## src/rtl/rvh_l1d_amo_ctrl_pkg.sv

```systemverilog
// Shared types and constants for the L1D atomic-memory-operation sequencer.
// AMO opcodes, ALU opcodes, widths and small datapath helpers.
package rvh_l1d_amo_ctrl_pkg;

  localparam int XLEN         = 64;
  localparam int PADDR_W      = 56;
  localparam int ID_W         = 8;
  localparam int AMO_OP_WIDTH = 4;
  localparam int ALU_OP_WIDTH = 4;

  typedef enum logic [AMO_OP_WIDTH-1:0] {
    AMO_SWAP = 4'd0,
    AMO_ADD  = 4'd1,
    AMO_AND  = 4'd2,
    AMO_OR   = 4'd3,
    AMO_XOR  = 4'd4,
    AMO_MIN  = 4'd5,
    AMO_MAX  = 4'd6,
    AMO_MINU = 4'd7,
    AMO_MAXU = 4'd8,
    AMO_LR   = 4'd9,
    AMO_SC   = 4'd10
  } amo_op_e;

  typedef enum logic [ALU_OP_WIDTH-1:0] {
    ALU_ADD  = 4'd0,
    ALU_AND  = 4'd1,
    ALU_OR   = 4'd2,
    ALU_XOR  = 4'd3,
    ALU_SLT  = 4'd4,
    ALU_SLTU = 4'd5
  } alu_op_e;

  // Min/max only need the less-than flag from the ALU; swap/LR/SC ignore it.
  function automatic alu_op_e amo2alu(amo_op_e op);
    case (op)
      AMO_AND:            return ALU_AND;
      AMO_OR:             return ALU_OR;
      AMO_XOR:            return ALU_XOR;
      AMO_MIN, AMO_MAX:   return ALU_SLT;
      AMO_MINU, AMO_MAXU: return ALU_SLTU;
      default:            return ALU_ADD;
    endcase
  endfunction

  function automatic logic [XLEN-1:0] sext32(logic [31:0] v);
    return {{32{v[31]}}, v};
  endfunction

  function automatic logic [7:0] wr_mask(logic w, logic hi);
    if (!w) return 8'hFF;
    return hi ? 8'hF0 : 8'h0F;
  endfunction

endpackage

```

## src/rtl/rvh_l1d_amo_ctrl_if.sv

```systemverilog
// Bundle of LSU request/response, data-array read/write and ALU ports of the AMO sequencer.
// rsv_clr_i exists only when RVH_L1D_AMO_LRSC_EN is defined.
interface rvh_l1d_amo_ctrl_if;
  import rvh_l1d_amo_ctrl_pkg::*;

  logic                    amo_req_vld_i;
  logic                    amo_req_rdy_o;
  logic [AMO_OP_WIDTH-1:0] amo_req_op_i;
  logic                    amo_req_w_i;
  logic [PADDR_W-1:0]      amo_req_addr_i;
  logic [XLEN-1:0]         amo_req_data_i;
  logic [ID_W-1:0]         amo_req_id_i;

  logic                    rd_req_vld_o;
  logic                    rd_req_rdy_i;
  logic [PADDR_W-1:0]      rd_req_addr_o;
  logic                    rd_resp_vld_i;
  logic [XLEN-1:0]         rd_resp_data_i;

  logic [ALU_OP_WIDTH-1:0] alu_opcode_o;
  logic                    alu_op_w_o;
  logic [XLEN-1:0]         alu_operand0_o;
  logic [XLEN-1:0]         alu_operand1_o;
  logic [XLEN-1:0]         alu_result_i;

  logic                    wr_req_vld_o;
  logic                    wr_req_rdy_i;
  logic [PADDR_W-1:0]      wr_req_addr_o;
  logic [XLEN-1:0]         wr_req_data_o;
  logic [7:0]              wr_req_mask_o;

  logic                    resp_vld_o;
  logic                    resp_rdy_i;
  logic [ID_W-1:0]         resp_id_o;
  logic [XLEN-1:0]         resp_data_o;

`ifdef RVH_L1D_AMO_LRSC_EN
  logic                    rsv_clr_i;
`endif

  // master: the AMO sequencer; slave: LSU, data array and ALU around it.
  modport master (
`ifdef RVH_L1D_AMO_LRSC_EN
    input  rsv_clr_i,
`endif
    input  amo_req_vld_i, amo_req_op_i, amo_req_w_i, amo_req_addr_i, amo_req_data_i, amo_req_id_i,
    input  rd_req_rdy_i, rd_resp_vld_i, rd_resp_data_i, alu_result_i, wr_req_rdy_i, resp_rdy_i,
    output amo_req_rdy_o, rd_req_vld_o, rd_req_addr_o,
    output alu_opcode_o, alu_op_w_o, alu_operand0_o, alu_operand1_o,
    output wr_req_vld_o, wr_req_addr_o, wr_req_data_o, wr_req_mask_o,
    output resp_vld_o, resp_id_o, resp_data_o
  );

  modport slave (
`ifdef RVH_L1D_AMO_LRSC_EN
    output rsv_clr_i,
`endif
    output amo_req_vld_i, amo_req_op_i, amo_req_w_i, amo_req_addr_i, amo_req_data_i, amo_req_id_i,
    output rd_req_rdy_i, rd_resp_vld_i, rd_resp_data_i, alu_result_i, wr_req_rdy_i, resp_rdy_i,
    input  amo_req_rdy_o, rd_req_vld_o, rd_req_addr_o,
    input  alu_opcode_o, alu_op_w_o, alu_operand0_o, alu_operand1_o,
    input  wr_req_vld_o, wr_req_addr_o, wr_req_data_o, wr_req_mask_o,
    input  resp_vld_o, resp_id_o, resp_data_o
  );

endinterface

```

## src/rtl/rvh_l1d_amo_ctrl.sv

```systemverilog
// L1D AMO sequencer: read doubleword, combine via external ALU, write back, return old value.
// Define RVH_L1D_AMO_LRSC_EN to add the LR/SC reservation register and rsv_clr_i.
module rvh_l1d_amo_ctrl
  import rvh_l1d_amo_ctrl_pkg::*;
(
  input logic                 clk,
  input logic                 rst,
  rvh_l1d_amo_ctrl_if.master  bus
);

  typedef enum logic [2:0] {
    S_IDLE, S_RD_REQ, S_RD_WAIT, S_EXEC, S_WR_REQ, S_RESP
  } state_e;

  state_e              state_q, state_d;
  amo_op_e             op_q;
  logic                w_q;
  logic [PADDR_W-1:2]  addr_q;
  logic [XLEN-1:0]     rs2_q, old_q, wdata_q, new_val;
  logic [7:0]          wmask_q;
  logic [ID_W-1:0]     id_q;

  amo_op_e             req_op;
  logic                req_hs, rd_cap, wr_hs, sc_ok;
  logic [31:0]         rd_word;
  logic                unused_addr_lsb;

  assign req_op          = amo_op_e'(bus.amo_req_op_i);
  assign req_hs          = (state_q == S_IDLE) && bus.amo_req_vld_i;
  assign rd_cap          = (state_q == S_RD_WAIT) && bus.rd_resp_vld_i;
  assign wr_hs           = (state_q == S_WR_REQ) && bus.wr_req_rdy_i;
  assign rd_word         = addr_q[2] ? bus.rd_resp_data_i[63:32] : bus.rd_resp_data_i[31:0];
  assign unused_addr_lsb = ^bus.amo_req_addr_i[1:0];

`ifdef RVH_L1D_AMO_LRSC_EN
  logic                 rsv_vld_q;
  logic [PADDR_W-4:0]   rsv_addr_q;

  // A kill arriving with the SC itself is honoured: the SC fails.
  assign sc_ok = rsv_vld_q && !bus.rsv_clr_i &&
                 (rsv_addr_q == bus.amo_req_addr_i[PADDR_W-1:3]);

  always_ff @(posedge clk) begin
    if (rst) begin
      rsv_vld_q  <= 1'b0;
      rsv_addr_q <= '0;
    end else begin
      if (rd_cap && op_q == AMO_LR) begin
        rsv_vld_q  <= 1'b1;
        rsv_addr_q <= addr_q[PADDR_W-1:3];
      end
      if (req_hs && req_op == AMO_SC)                 rsv_vld_q <= 1'b0;
      if (wr_hs && rsv_addr_q == addr_q[PADDR_W-1:3]) rsv_vld_q <= 1'b0;
      if (bus.rsv_clr_i)                              rsv_vld_q <= 1'b0;
    end
  end
`else
  assign sc_ok = 1'b0;
`endif

  always_comb begin
    state_d          = state_q;
    bus.rd_req_vld_o = 1'b0;
    bus.wr_req_vld_o = 1'b0;
    bus.resp_vld_o   = 1'b0;
    case (state_q)
      S_IDLE: begin
        // SC never reads: it either writes straight away or fails immediately.
        if (bus.amo_req_vld_i) begin
          if (req_op == AMO_SC) state_d = sc_ok ? S_WR_REQ : S_RESP;
          else                  state_d = S_RD_REQ;
        end
      end
      S_RD_REQ: begin
        bus.rd_req_vld_o = 1'b1;
        if (bus.rd_req_rdy_i) state_d = S_RD_WAIT;
      end
      S_RD_WAIT: if (bus.rd_resp_vld_i) state_d = (op_q == AMO_LR) ? S_RESP : S_EXEC;
      S_EXEC:    state_d = S_WR_REQ;
      S_WR_REQ: begin
        bus.wr_req_vld_o = 1'b1;
        if (bus.wr_req_rdy_i) state_d = S_RESP;
      end
      S_RESP: begin
        bus.resp_vld_o = 1'b1;
        if (bus.resp_rdy_i) state_d = S_IDLE;
      end
      default: state_d = S_IDLE;
    endcase
  end

  always_comb begin
    new_val = bus.alu_result_i;
    case (op_q)
      AMO_SWAP:           new_val = rs2_q;
      AMO_MIN, AMO_MINU:  new_val = bus.alu_result_i[0] ? old_q : rs2_q;
      AMO_MAX, AMO_MAXU:  new_val = bus.alu_result_i[0] ? rs2_q : old_q;
      default:            new_val = bus.alu_result_i;
    endcase
  end

  always_ff @(posedge clk) begin
    if (rst) begin
      state_q <= S_IDLE;
      op_q    <= AMO_SWAP;
      w_q     <= 1'b0;
      addr_q  <= '0;
      rs2_q   <= '0;
      old_q   <= '0;
      wdata_q <= '0;
      wmask_q <= '0;
      id_q    <= '0;
    end else begin
      state_q <= state_d;
      if (req_hs) begin
        op_q   <= req_op;
        w_q    <= bus.amo_req_w_i;
        addr_q <= bus.amo_req_addr_i[PADDR_W-1:2];
        id_q   <= bus.amo_req_id_i;
        rs2_q  <= bus.amo_req_w_i ? sext32(bus.amo_req_data_i[31:0]) : bus.amo_req_data_i;
        if (req_op == AMO_SC) begin
          old_q   <= sc_ok ? '0 : XLEN'(1);
          wdata_q <= bus.amo_req_w_i ? {2{bus.amo_req_data_i[31:0]}} : bus.amo_req_data_i;
          wmask_q <= wr_mask(bus.amo_req_w_i, bus.amo_req_addr_i[2]);
        end
      end
      if (rd_cap)
        old_q <= w_q ? sext32(rd_word) : bus.rd_resp_data_i;
      if (state_q == S_EXEC) begin
        wdata_q <= w_q ? {2{new_val[31:0]}} : new_val;
        wmask_q <= wr_mask(w_q, addr_q[2]);
      end
    end
  end

  assign bus.amo_req_rdy_o  = (state_q == S_IDLE);
  assign bus.rd_req_addr_o  = {addr_q[PADDR_W-1:3], 3'b000};
  assign bus.wr_req_addr_o  = {addr_q[PADDR_W-1:3], 3'b000};
  assign bus.wr_req_data_o  = wdata_q;
  assign bus.wr_req_mask_o  = wmask_q;
  assign bus.resp_data_o    = old_q;
  assign bus.resp_id_o      = id_q;
  assign bus.alu_opcode_o   = amo2alu(op_q);
  assign bus.alu_op_w_o     = w_q;
  assign bus.alu_operand0_o = old_q;
  assign bus.alu_operand1_o = rs2_q;

endmodule
```

## src/flat_wrapper.sv

```systemverilog
// flat-port wrapper written by rule: the top's interface ports become plain ports
module rvh_l1d_amo_ctrl_flat import rvh_l1d_amo_ctrl_pkg::*;
  (clk, rst, bus_amo_req_vld_i, bus_amo_req_op_i, bus_amo_req_w_i, bus_amo_req_addr_i, bus_amo_req_data_i, bus_amo_req_id_i, bus_rd_req_rdy_i, bus_rd_resp_vld_i, bus_rd_resp_data_i, bus_alu_result_i, bus_wr_req_rdy_i, bus_resp_rdy_i, bus_amo_req_rdy_o, bus_rd_req_vld_o, bus_rd_req_addr_o, bus_alu_opcode_o, bus_alu_op_w_o, bus_alu_operand0_o, bus_alu_operand1_o, bus_wr_req_vld_o, bus_wr_req_addr_o, bus_wr_req_data_o, bus_wr_req_mask_o, bus_resp_vld_o, bus_resp_id_o, bus_resp_data_o);
  rvh_l1d_amo_ctrl_if bus_i ();
  input logic clk;
  input logic rst;
  input wire logic [$bits(bus_i.amo_req_vld_i)-1:0] bus_amo_req_vld_i;
  input wire logic [$bits(bus_i.amo_req_op_i)-1:0] bus_amo_req_op_i;
  input wire logic [$bits(bus_i.amo_req_w_i)-1:0] bus_amo_req_w_i;
  input wire logic [$bits(bus_i.amo_req_addr_i)-1:0] bus_amo_req_addr_i;
  input wire logic [$bits(bus_i.amo_req_data_i)-1:0] bus_amo_req_data_i;
  input wire logic [$bits(bus_i.amo_req_id_i)-1:0] bus_amo_req_id_i;
  input wire logic [$bits(bus_i.rd_req_rdy_i)-1:0] bus_rd_req_rdy_i;
  input wire logic [$bits(bus_i.rd_resp_vld_i)-1:0] bus_rd_resp_vld_i;
  input wire logic [$bits(bus_i.rd_resp_data_i)-1:0] bus_rd_resp_data_i;
  input wire logic [$bits(bus_i.alu_result_i)-1:0] bus_alu_result_i;
  input wire logic [$bits(bus_i.wr_req_rdy_i)-1:0] bus_wr_req_rdy_i;
  input wire logic [$bits(bus_i.resp_rdy_i)-1:0] bus_resp_rdy_i;
  output wire logic [$bits(bus_i.amo_req_rdy_o)-1:0] bus_amo_req_rdy_o;
  output wire logic [$bits(bus_i.rd_req_vld_o)-1:0] bus_rd_req_vld_o;
  output wire logic [$bits(bus_i.rd_req_addr_o)-1:0] bus_rd_req_addr_o;
  output wire logic [$bits(bus_i.alu_opcode_o)-1:0] bus_alu_opcode_o;
  output wire logic [$bits(bus_i.alu_op_w_o)-1:0] bus_alu_op_w_o;
  output wire logic [$bits(bus_i.alu_operand0_o)-1:0] bus_alu_operand0_o;
  output wire logic [$bits(bus_i.alu_operand1_o)-1:0] bus_alu_operand1_o;
  output wire logic [$bits(bus_i.wr_req_vld_o)-1:0] bus_wr_req_vld_o;
  output wire logic [$bits(bus_i.wr_req_addr_o)-1:0] bus_wr_req_addr_o;
  output wire logic [$bits(bus_i.wr_req_data_o)-1:0] bus_wr_req_data_o;
  output wire logic [$bits(bus_i.wr_req_mask_o)-1:0] bus_wr_req_mask_o;
  output wire logic [$bits(bus_i.resp_vld_o)-1:0] bus_resp_vld_o;
  output wire logic [$bits(bus_i.resp_id_o)-1:0] bus_resp_id_o;
  output wire logic [$bits(bus_i.resp_data_o)-1:0] bus_resp_data_o;
  assign bus_i.amo_req_vld_i = bus_amo_req_vld_i;
  assign bus_i.amo_req_op_i = bus_amo_req_op_i;
  assign bus_i.amo_req_w_i = bus_amo_req_w_i;
  assign bus_i.amo_req_addr_i = bus_amo_req_addr_i;
  assign bus_i.amo_req_data_i = bus_amo_req_data_i;
  assign bus_i.amo_req_id_i = bus_amo_req_id_i;
  assign bus_i.rd_req_rdy_i = bus_rd_req_rdy_i;
  assign bus_i.rd_resp_vld_i = bus_rd_resp_vld_i;
  assign bus_i.rd_resp_data_i = bus_rd_resp_data_i;
  assign bus_i.alu_result_i = bus_alu_result_i;
  assign bus_i.wr_req_rdy_i = bus_wr_req_rdy_i;
  assign bus_i.resp_rdy_i = bus_resp_rdy_i;
  assign bus_amo_req_rdy_o = bus_i.amo_req_rdy_o;
  assign bus_rd_req_vld_o = bus_i.rd_req_vld_o;
  assign bus_rd_req_addr_o = bus_i.rd_req_addr_o;
  assign bus_alu_opcode_o = bus_i.alu_opcode_o;
  assign bus_alu_op_w_o = bus_i.alu_op_w_o;
  assign bus_alu_operand0_o = bus_i.alu_operand0_o;
  assign bus_alu_operand1_o = bus_i.alu_operand1_o;
  assign bus_wr_req_vld_o = bus_i.wr_req_vld_o;
  assign bus_wr_req_addr_o = bus_i.wr_req_addr_o;
  assign bus_wr_req_data_o = bus_i.wr_req_data_o;
  assign bus_wr_req_mask_o = bus_i.wr_req_mask_o;
  assign bus_resp_vld_o = bus_i.resp_vld_o;
  assign bus_resp_id_o = bus_i.resp_id_o;
  assign bus_resp_data_o = bus_i.resp_data_o;
  rvh_l1d_amo_ctrl u_core (.clk(clk), .rst(rst), .bus(bus_i));
endmodule
```

## config.mk

```make
export PLATFORM = sky130hd
export DESIGN_NAME = rvh_l1d_amo_ctrl_flat
export DESIGN_NICKNAME = d
export VERILOG_FILES = /design/src/rtl/rvh_l1d_amo_ctrl_pkg.sv /design/src/rtl/rvh_l1d_amo_ctrl_if.sv /design/src/rtl/rvh_l1d_amo_ctrl.sv /design/src/flat_wrapper.sv
export SDC_FILE = /design/constraint.sdc
export NUM_CORES = 1
export LEC_CHECK = 0
export BUFFER_PORTS_ARGS = -buffer_cell sky130_fd_sc_hd__buf_2
export CAP_MARGIN = 20
export CORE_AREA = 2 2 259 261
export DETAILED_ROUTE_END_ITERATION = 16
export DIE_AREA = 0 0 261 263
export GPL_TIMING_DRIVEN = 0
export MAX_ROUTING_LAYER = met4
export PLACE_DENSITY = 0.47
export SLEW_MARGIN = 10
export SYNTH_ARGS = -nofsm -noshare
export SYNTH_HDL_FRONTEND = slang
export SYNTH_SLANG_ARGS = --single-unit
```

## constraint.sdc

```tcl
create_clock -name clk -period 1.9 [get_ports clk]
set_clock_uncertainty 0.1 [all_clocks]
set_input_delay 0.19 -clock clk [delete_from_list [all_inputs] [get_ports clk]]
set_output_delay 0.19 -clock clk [all_outputs]
set_load 0.01 [all_outputs]
```

Yosys cells after proc, flatten, opt, wreduce, memory -nomap -nowiden
Cells that the tools add are included.
{ "totals": {"regBits": 270, "inputBits": 268, "out_inout_bits": 393, "elab_cells": 85} }
{ "classes": {"n_eq_ne": 19, "n_mux": 42, "n_reduce_logical": 15} }
{ "ops": {"columns": ["cell", "n"], "rows": [
  ["$mux 64", 12],
  ["$pmux 64 s3", 1],
  ["$mux 8", 9],
  ["$mux 32", 1],
  ["$mux 3", 7],
  ["$pmux 3 s6", 1],
  ["$eq 4x3->1 const B", 4],
  ["$pmux 3 s5", 1],
  ["$eq 4x4->1 const B", 3],
  ["$mux 1", 10],
  ["$ne 2x2->1 const B", 5],
  ["$eq 4x2->1 const B", 2],
  ["$reduce_bool 2->1", 4],
  ["$reduce_or 2->1", 4],
  ["$eq 3x2->1 const B", 2],
  ["$eq 3x3->1 const B", 2],
  ["$reduce_and 5->1", 1],
  ["$logic_not 4->1", 1],
  ["$reduce_and 2->1", 2],
  ["$eq 3x1->1 const B", 1],
  ["$logic_not 3->1", 1],
  ["$logic_and 1x1->1", 2]
]} }

Longest topological paths before layout
Gate-level depths: netlist of the first run.
{ "depth": {"ltp_word": 8, "ltp_mapped": 10, "depth_no_buf": 5} }

Least setup slack after synthesis of the first run
OpenSTA, ideal clock, no wires.
{ "synth_path": {"kind": "register -> register", "startpoint": "register u_core.state_q[0]", "endpoint": "register u_core.wdata_q[24], in the netlist u_core.bus.wr_req_data_o[24]", "setup_ns": 0.139, "arrival_ns": 1.866, "required_time_ns": 1.661, "slack_ns": -0.205, "stages_incl_launch_ff": 10, "n_path_buf": 4, "synth_period_minus_slack_ns": 2.105, "cell_sequence": "dfxtp_1 -> buf_6 -> or4b_4 -> buf_6 -> nor2_8 -> buf_12 -> buf_12 -> mux2_1 -> nand2_1 -> a21oi_2"} }
{ "synth_between": {"elab_chain_len": 4, "elab_cells_between_ends": 7, "classes_between": "1 x eq/ne; 1 x mux; 5 x reduce/logical"} }
{ "synth_lines": {"columns": ["item", "line_no", "text"], "rows": [
  ["start: declaration", "rvh_l1d_amo_ctrl.sv:15", "state_e state_q, state_d;"],
  ["start signal: assignment", "rvh_l1d_amo_ctrl.sv:114", "state_q <= state_d;"],
  ["$logic_not 3->1", "rvh_l1d_amo_ctrl.sv:29", "assign req_hs = (state_q == S_IDLE) && bus.amo_req_vld_i;"],
  ["$logic_and 1x1->1", "rvh_l1d_amo_ctrl.sv:29", null],
  ["$reduce_bool 2->1 (no line)", null, null],
  ["$reduce_and 2->1 (no line)", null, null],
  ["end signal: assignment", "rvh_l1d_amo_ctrl.sv:123", "wdata_q <= bus.amo_req_w_i ? {2{bus.amo_req_data_i[31:0]}} : bus.amo_req_data_i;"],
  ["end signal: assignment", "rvh_l1d_amo_ctrl.sv:130", "wdata_q <= w_q ? {2{new_val[31:0]}} : new_val;"],
  ["end: declaration", "rvh_l1d_amo_ctrl.sv:19", "logic [XLEN-1:0] rs2_q, old_q, wdata_q, new_val;"]
]} }
Several ways; a longest one is shown, not always the timed one.
A chain may end at the register's enable or synchronous reset.

Final worst setup path of the first run
{ "layout_path": {"startpoint": "register u_core.op_q[0]", "endpoint": "register u_core.wdata_q[51], in the netlist u_core.bus.wr_req_data_o[51]"} }
{ "layout_between": {"elab_chain_len": 5, "elab_cells_between_ends": 10, "classes_between": "4 x eq/ne; 3 x mux; 3 x reduce/logical"} }
{ "layout_lines": {"columns": ["item", "line_no", "text"], "rows": [
  ["start: declaration", "rvh_l1d_amo_ctrl.sv:16", "amo_op_e op_q;"],
  ["start signal: assignment", "rvh_l1d_amo_ctrl.sv:116", "op_q <= req_op;"],
  ["$eq 4x3->1 or $eq 4x4->1 (tied branches)", "rvh_l1d_amo_ctrl.sv:94", "case (op_q)"],
  ["$reduce_or 2->1", "rvh_l1d_amo_ctrl.sv:94", null],
  ["$pmux 64 s3 (*)", "rvh_l1d_amo_ctrl.sv:94", null],
  ["$mux 64 (*)", "rvh_l1d_amo_ctrl.sv:130", null],
  ["$mux 64 (*)", "rvh_l1d_amo_ctrl.sv:129", "if (state_q == S_EXEC) begin"]
]} }
Mark *: on every way between the ends. The rest lies on a longest branch, timed or not.

==> metrics, run 1 <==
run status=complete, but fails checks; failing checks=negative setup slack; vias per cell=5.058; pwr dens=774.7 nW/um^2; htree depth=2; Synth Area in Simple Gates=18.70%; Layout Utilization=41.66%; Mapped Cells=2,019; DR vias=19.69k; worst setup margin=-0.5108 ns; period utilisation layout=126.9%; syn_area_per_cell=7.848 um^2; Die Ht=263 um; top_reg_cell synth=dfxtp_1; Clk network pwr share=34.5%; antenna violations before repair=5; maximum net fanout on the critical path=7; crit path cell chain=buf_8 > mux2_4 > buf_12 > buf_6 > a311oi_4 > a311oi_2 > a2111o_1; Rows=94; cell area after layout=27,340 um^2; total CTS buffers=36; WP data arrival=2.75 ns; GRT overflow=0; Placed Area=20,510 um^2; MaxCap Viol Count=0; gr usage total=28.24%; initial core utilization=24.14%; Final min period=2.411 ns; worst slew pin tran=1.105 ns; core footprint=65,630 um^2; P_leak=0.01212 uW; count leader, synth=nand2_1; Setup violations, final=131; clk_lat worst skew=0.56 ns; mapped cell area=15,850 um^2; Final GP Congestion=0.9500; Net Sw Frac=35.69%; CTS tree=yes; port buffer count=648; nets@finish=3,264; DRT antenna net count=0; Yosys top cell by area=dfxtp_1; P_sw=7559 uW; CP endpoint kind=flop; CP Launch Type=flop; Post-route DRC=0; Worst Path Required=2.24 ns; post-synthesis mux area share=2.890%; Setup CP Type=flop to flop; drt total wl=99,660 um; Synth Area in Compound Gates=30.17%; Die W=261 um; Internal Pwr Total=13,620 uW; xor and xnor area share after synthesis=0%; Detailed Routing Iterations Pass 1=7; IO Count=661; first-pass GRT wire length=137,800 um; max-slew violations=0; clock buffer depth=3; initial drt markers=1,301; Reg power frac=30.5%; clock sink total=264; yosys warns=0; FF+latch count, synth=264; root buffer cell=clkbuf_16; share of the synthesized area in the top cell type=33.35%; Layout area overhead=72.54%; Async SR Flop Fraction=0%; clock slew at reported path FFs=0.06 ns; share of layout cells above drive strength 1=48.36%; Synth cell types=70; Tot Pwr=21,180 uW; pin count of the biggest net entering global routing=13; VDD IR-drop max=0.5453 mV; WL/cell=25.60 um; number of global-route vias before repair=19.50k; Rel. slew slack=26.32%; Hold/Removal Path Class=input pin to flop; CP max stage cell=a311oi_4; final hold vios=0; worst slack, placed=-1.213 ns; Synth Area in Adders=0%; main combinational cell family by area after synthesis=compound AO/OA/AOI/OAI gates; Detailed Place HPWL=77,640 um; RSZ-0062 raised after global routing=yes; Worst path max stage delay=0.47 ns; Highest Clock Rate=414.8 MHz; post-synthesis sequential area ratio=33.35%; Comb pwr share=34.9%; top cells by count, synth=395 x nand2_1, 264 x dfxtp_1, 234 x a21oi_1; number of synthesized flops with an enable pin=0; largest cells by area after synthesis=dfxtp_1 33%, nand2_1 9.4%, buf_4 8.9%; die area=68,640 um^2
sequential cells by signal (all words and copies together), names as in the netlist:
signal / flops
u_core.addr_q: 54
u_core.bus.alu_operand1_o: 64
u_core.bus.resp_id_o: 8
u_core.bus.alu_op_w_o: 1
u_core.bus.wr_req_mask_o: 2
u_core.bus.wr_req_data_o: 64
u_core.bus.alu_operand0_o: 64
u_core.state_q: 3
u_core.op_q: 4
power groups by stage:
stage	clock [uW]	sequential (uW)	combinational (uW)
finish	7310	6470	7400
global route	7650	6510	7810
CTS	7460	6440	6970
detailed placement	0	6540	5520
global placement	0	6520	5500
floorplan	0	6470	3050
worst paths after layout:
check / startpoint / endpoint / slack (ns) / cells after the start
max: u_core.op_q[0] / u_core.bus.wr_req_data_o[51] / -0.51 / 7
min: bus_alu_result_i[52] / u_core.bus.wr_req_data_o[52] / 0.03 / 4
min reg2reg: u_core.bus.resp_id_o[1] / u_core.bus.resp_id_o[1] / 0.35 / 2
max reg2reg: u_core.op_q[0] / u_core.bus.wr_req_data_o[51] / -0.51 / 7
repair_timing:
item                                   in CTS  in global routing
hold buffers                              214                  0
pin swaps                                  70                 61
endpoints found under the hold margin     240                  0
gates resized for setup                   454                236
setup buffers                              47                 16
gates cloned                                7                  4
setup endpoints to repair                 271                260
layout make-up:
cell class | count | area [um^2]
antenna | 6 | 15.01
buffer | 373 | 3092
clock buffer | 47 | 1044
clock inverter | 18 | 215.2
fill | 6700 | 38290
inverter | 5 | 23.77
multi-input combinational | 1377 | 10250
sequential | 264 | 5303
tap | 864 | 1081
timing repair buffer | 939 | 6315
routing by layer:
metal | global-route usage (%) | vias up | part of all wire (%)
li1 | - | 9071 | -
met1 | 35.36 | 9674 | 43
met2 | 46.00 | 775 | 47
met3 | 4.506 | 169 | 6.0
met4 | 9.552 | 0 | 3.7
met5 | - | - | 0
per-stage QoR:
stage	hold WS, ns	setup TNS, ns	cells
2_1_floorplan	0.2185	-2.506	2025
3_3_place_gp	0.3319	-203.06	3537
3_5_place_dp	0.3372	-200.67	3541
4_1_cts	0.005384	-23.31	3869
5_1_grt	0.01647	-33.70	3892
6_report	0.02710	-28.37	3893
worst max-delay path, delay by kind of cell (launching register included):
| kind | cells | cell delay, ns |
|---|---|---|
| multiplexers | 1 | 0.36 |
| AO/OA/AOI/OAI | 3 | 1.06 |
| flip-flops | 1 | 0.37 |
| buffers and inverters | 3 | 0.42 |
cell usage in the layout, fill, tap and decap left out, types with 44 or more instances in the layout:
cell type      instances
buf_6                 47
dfxtp_1              258
buf_2                657
nor2_1                95
a21oi_1              174
o21ai_0               52
a21oi_2               64
clkbuf_16             44
nand2_1              348
clkbuf_1              49
buf_4                237
dlygate4sd3_1        214
logic make-up after synthesis:
logic type	after synthesis
AO/OA/AOI/OAI	691
buffers and inverters	384
flip-flops	264
multiplexers	42
other	1
AND/OR/NAND/NOR	637
(Power assumes the default switching activity.)
==> run 2, diff against run 1 <==
Settings changed: ABC_AREA set to 1, CORE_AREA 2 2 259 261 to 2 2 256 258, CTS_CLUSTER_SIZE set to 40, DIE_AREA 0 0 261 263 to 0 0 258 260, PLACE_DENSITY 0.47 to 0.48.
==> metrics, run 2 <==
run status=complete, but fails checks; failing checks=negative hold slack, negative setup slack; WP data arrival=2.39 ns; share of the synthesized area in the top cell type=33.17%; met1 Usage GRT=37.84%; Die Ht=260 um; drt total wl=99,880 um; pwr dens=1250 nW/um^2; Post-route DRC=0; Final min period=2.024 ns; Yosys top cell by area=dfxtp_1; antenna violations before repair=14; CP Launch Type=flop; FF+latch count, synth=264; met2 GRT Util=43.34%; Setup CP Type=flop to flop; port buffer count=649; number of synthesized flops with an enable pin=0; Rel. slew slack=14.03%; number of global-route vias before repair=19.64k; clk_lat worst skew=0.56 ns; WL/cell=22.67 um; nets@finish=3,783; root buffer cell=clkbuf_16; final hold vios=1; Async SR Flop Fraction=0%; Layout area overhead=60.07%; worst slack, placed=-0.8802 ns; total CTS buffers=35; initial drt markers=1,823; Placed Area=20,280 um^2; Detailed Routing Iterations Pass 1=7; M3 GR Usage=6.062%; largest cells by area after synthesis=dfxtp_1 33%, nand2_1 17%, a21oi_1 11%; top_reg_cell synth=dfxtp_1; worst slew pin tran=1.290 ns; top cells by count, synth=725 x nand2_1, 349 x a21oi_1, 264 x dfxtp_1; vias per cell=4.762; post-synthesis sequential area ratio=33.17%; period utilisation layout=106.5%; fin cells=4,405; RSZ-0062 raised after global routing=yes; gr usage total=28.96%; Mapped Cells=2,553; Die W=258 um; MaxCap Viol Count=0; Final GP Congestion=0.9579; Setup violations, final=31; Rows=93; Hold/Removal Path Class=input pin to flop; GRT overflow=0; most frequent cells in the layout=673 x buf_2, 670 x nand2_1, 319 x a21oi_1; mapped cell area=15,940 um^2; commonest non-fill, non-tap cell in the layout=buf_2; core footprint=64,120 um^2; cell area after layout=25,510 um^2; clock sink total=264; FF+latch area=5311 um^2; syn_area_per_cell=6.242 um^2; Synth cell types=33; Worst Path Required=2.27 ns; worst setup margin=-0.1241 ns; Highest Clock Rate=494.0 MHz; first-pass GRT wire length=136,700 um; count leader, synth=nand2_1; max-slew violations=0; pin count of the biggest net entering global routing=13; P_leak=0.01241 uW; area of the multi-input gates=8665 um^2; clock slew at reported path FFs=0.06 ns; initial core utilization=24.85%; share of layout cells above drive strength 1=34.95%; yosys warns=0; DRT antenna net count=0; hold_ws=-0.00008454 ns; die area=67,080 um^2; grt peak-use layer=met2; IO Count=661; CTS tree=yes; clock buffer depth=3; DR vias=20.98k; Detailed Place HPWL=78,610 um; maximum net fanout on the critical path=6; CP endpoint kind=flop; Layout fillers=7,010; VDD IR-drop max=0.5786 mV; Placed Cells=4,063; htree depth=2
run 2: changes by cell type after synthesis, sizes merged, moves of 31 or more:
cell,change
nand2b,-35
nand3,+142
a21o,-34
a211oi,-50
nor3b,-45
o21ai,+169
a311oi,-82
inv,+122
nand2,+336
a21oi,+107
nor2,+135
a2111oi,-31
run 2: layout make-up:
class / count / share of cell area (%)
timing repair buffer: 921 / 23.90
buffer: 366 / 10.23
timing repair inverter: 1 / 0.02943
clock buffer: 51 / 4.189
sequential: 264 / 20.82
tap: 855 / 4.194
clock inverter: 10 / 0.4120
inverter: 129 / 2.144
multi-input combinational: 1797 / 33.97
antenna: 11 / 0.1079
run 2: per-layer routing:
layer | wire [um] | vias up
met5 | 0 | -
met2 | 44310 | 878
met1 | 44010 | 9850
li1 | - | 10070
met4 | 4148 | 0
met3 | 7407 | 177
run 2: stage by stage:
stage,TNS (ns),utilization (%),power (uW),hold WS [ns]
global route,-4.807,39.78,33490,0.02464
floorplan,0,-,15380,0.2548
detailed placement,-162.18,31.62,21260,0.3524
CTS,-3.675,38.67,30750,0.003165
finish,-1.957,39.78,31880,-0.00008454
global placement,-162.21,31.62,21250,0.3499
run 2: cells by family after synthesis:
group                  share of synthesized area (%)
AND/OR/NAND/NOR                                28.64
AO/OA/AOI/OAI                                  21.40
buffers and inverters                          16.77
flip-flops                                     33.17
other                                        0.02353
run 2: path summary, 6_finish.rpt:
check                          start                            to  slack, ns  depth (start not counted)
max                   u_core.op_q[3]  u_core.bus.wr_req_data_o[35]      -0.12                         14
min reg2reg  u_core.bus.resp_id_o[2]       u_core.bus.resp_id_o[2]       0.36                          2
max reg2reg           u_core.op_q[3]  u_core.bus.wr_req_data_o[35]      -0.12                         14
min             bus_alu_result_i[15]  u_core.bus.wr_req_data_o[15]   -0.00008                          5
run 2: report_power, final:
part           total [uW]  internal, uW  leakage, uW  switching [uW]
sequential           7880          6720      0.00216            1160
combinational       17100          6740      0.00968           10300
clock                6940          4160     0.000579            2780
run 2: timing repair:
| action | in CTS | in global routing |
|---|---|---|
| buffers inserted | 48 | 5 |
| pin swaps | 23 | 51 |
| endpoints found under the setup margin | 269 | 164 |
| hold endpoints to repair | 222 | 1 |
| gates cloned | 4 | 2 |
| hold buffers | 214 | 1 |
| resized for setup | 258 | 225 |
run 2: worst max-delay path, cell delays in order, from the launching register on:
cell	delay, ns
dfxtp_4	0.37
inv_4	0.08
nor2_4	0.05
nand2_4	0.13
nand2_8	0.09
buf_12	0.15
nor3_4	0.19
buf_6	0.15
buf_12	0.15
nand2_1	0.07
nand2_2	0.08
nand2_1	0.07
nand2_1	0.07
nand2_1	0.06
a21oi_1	0.12
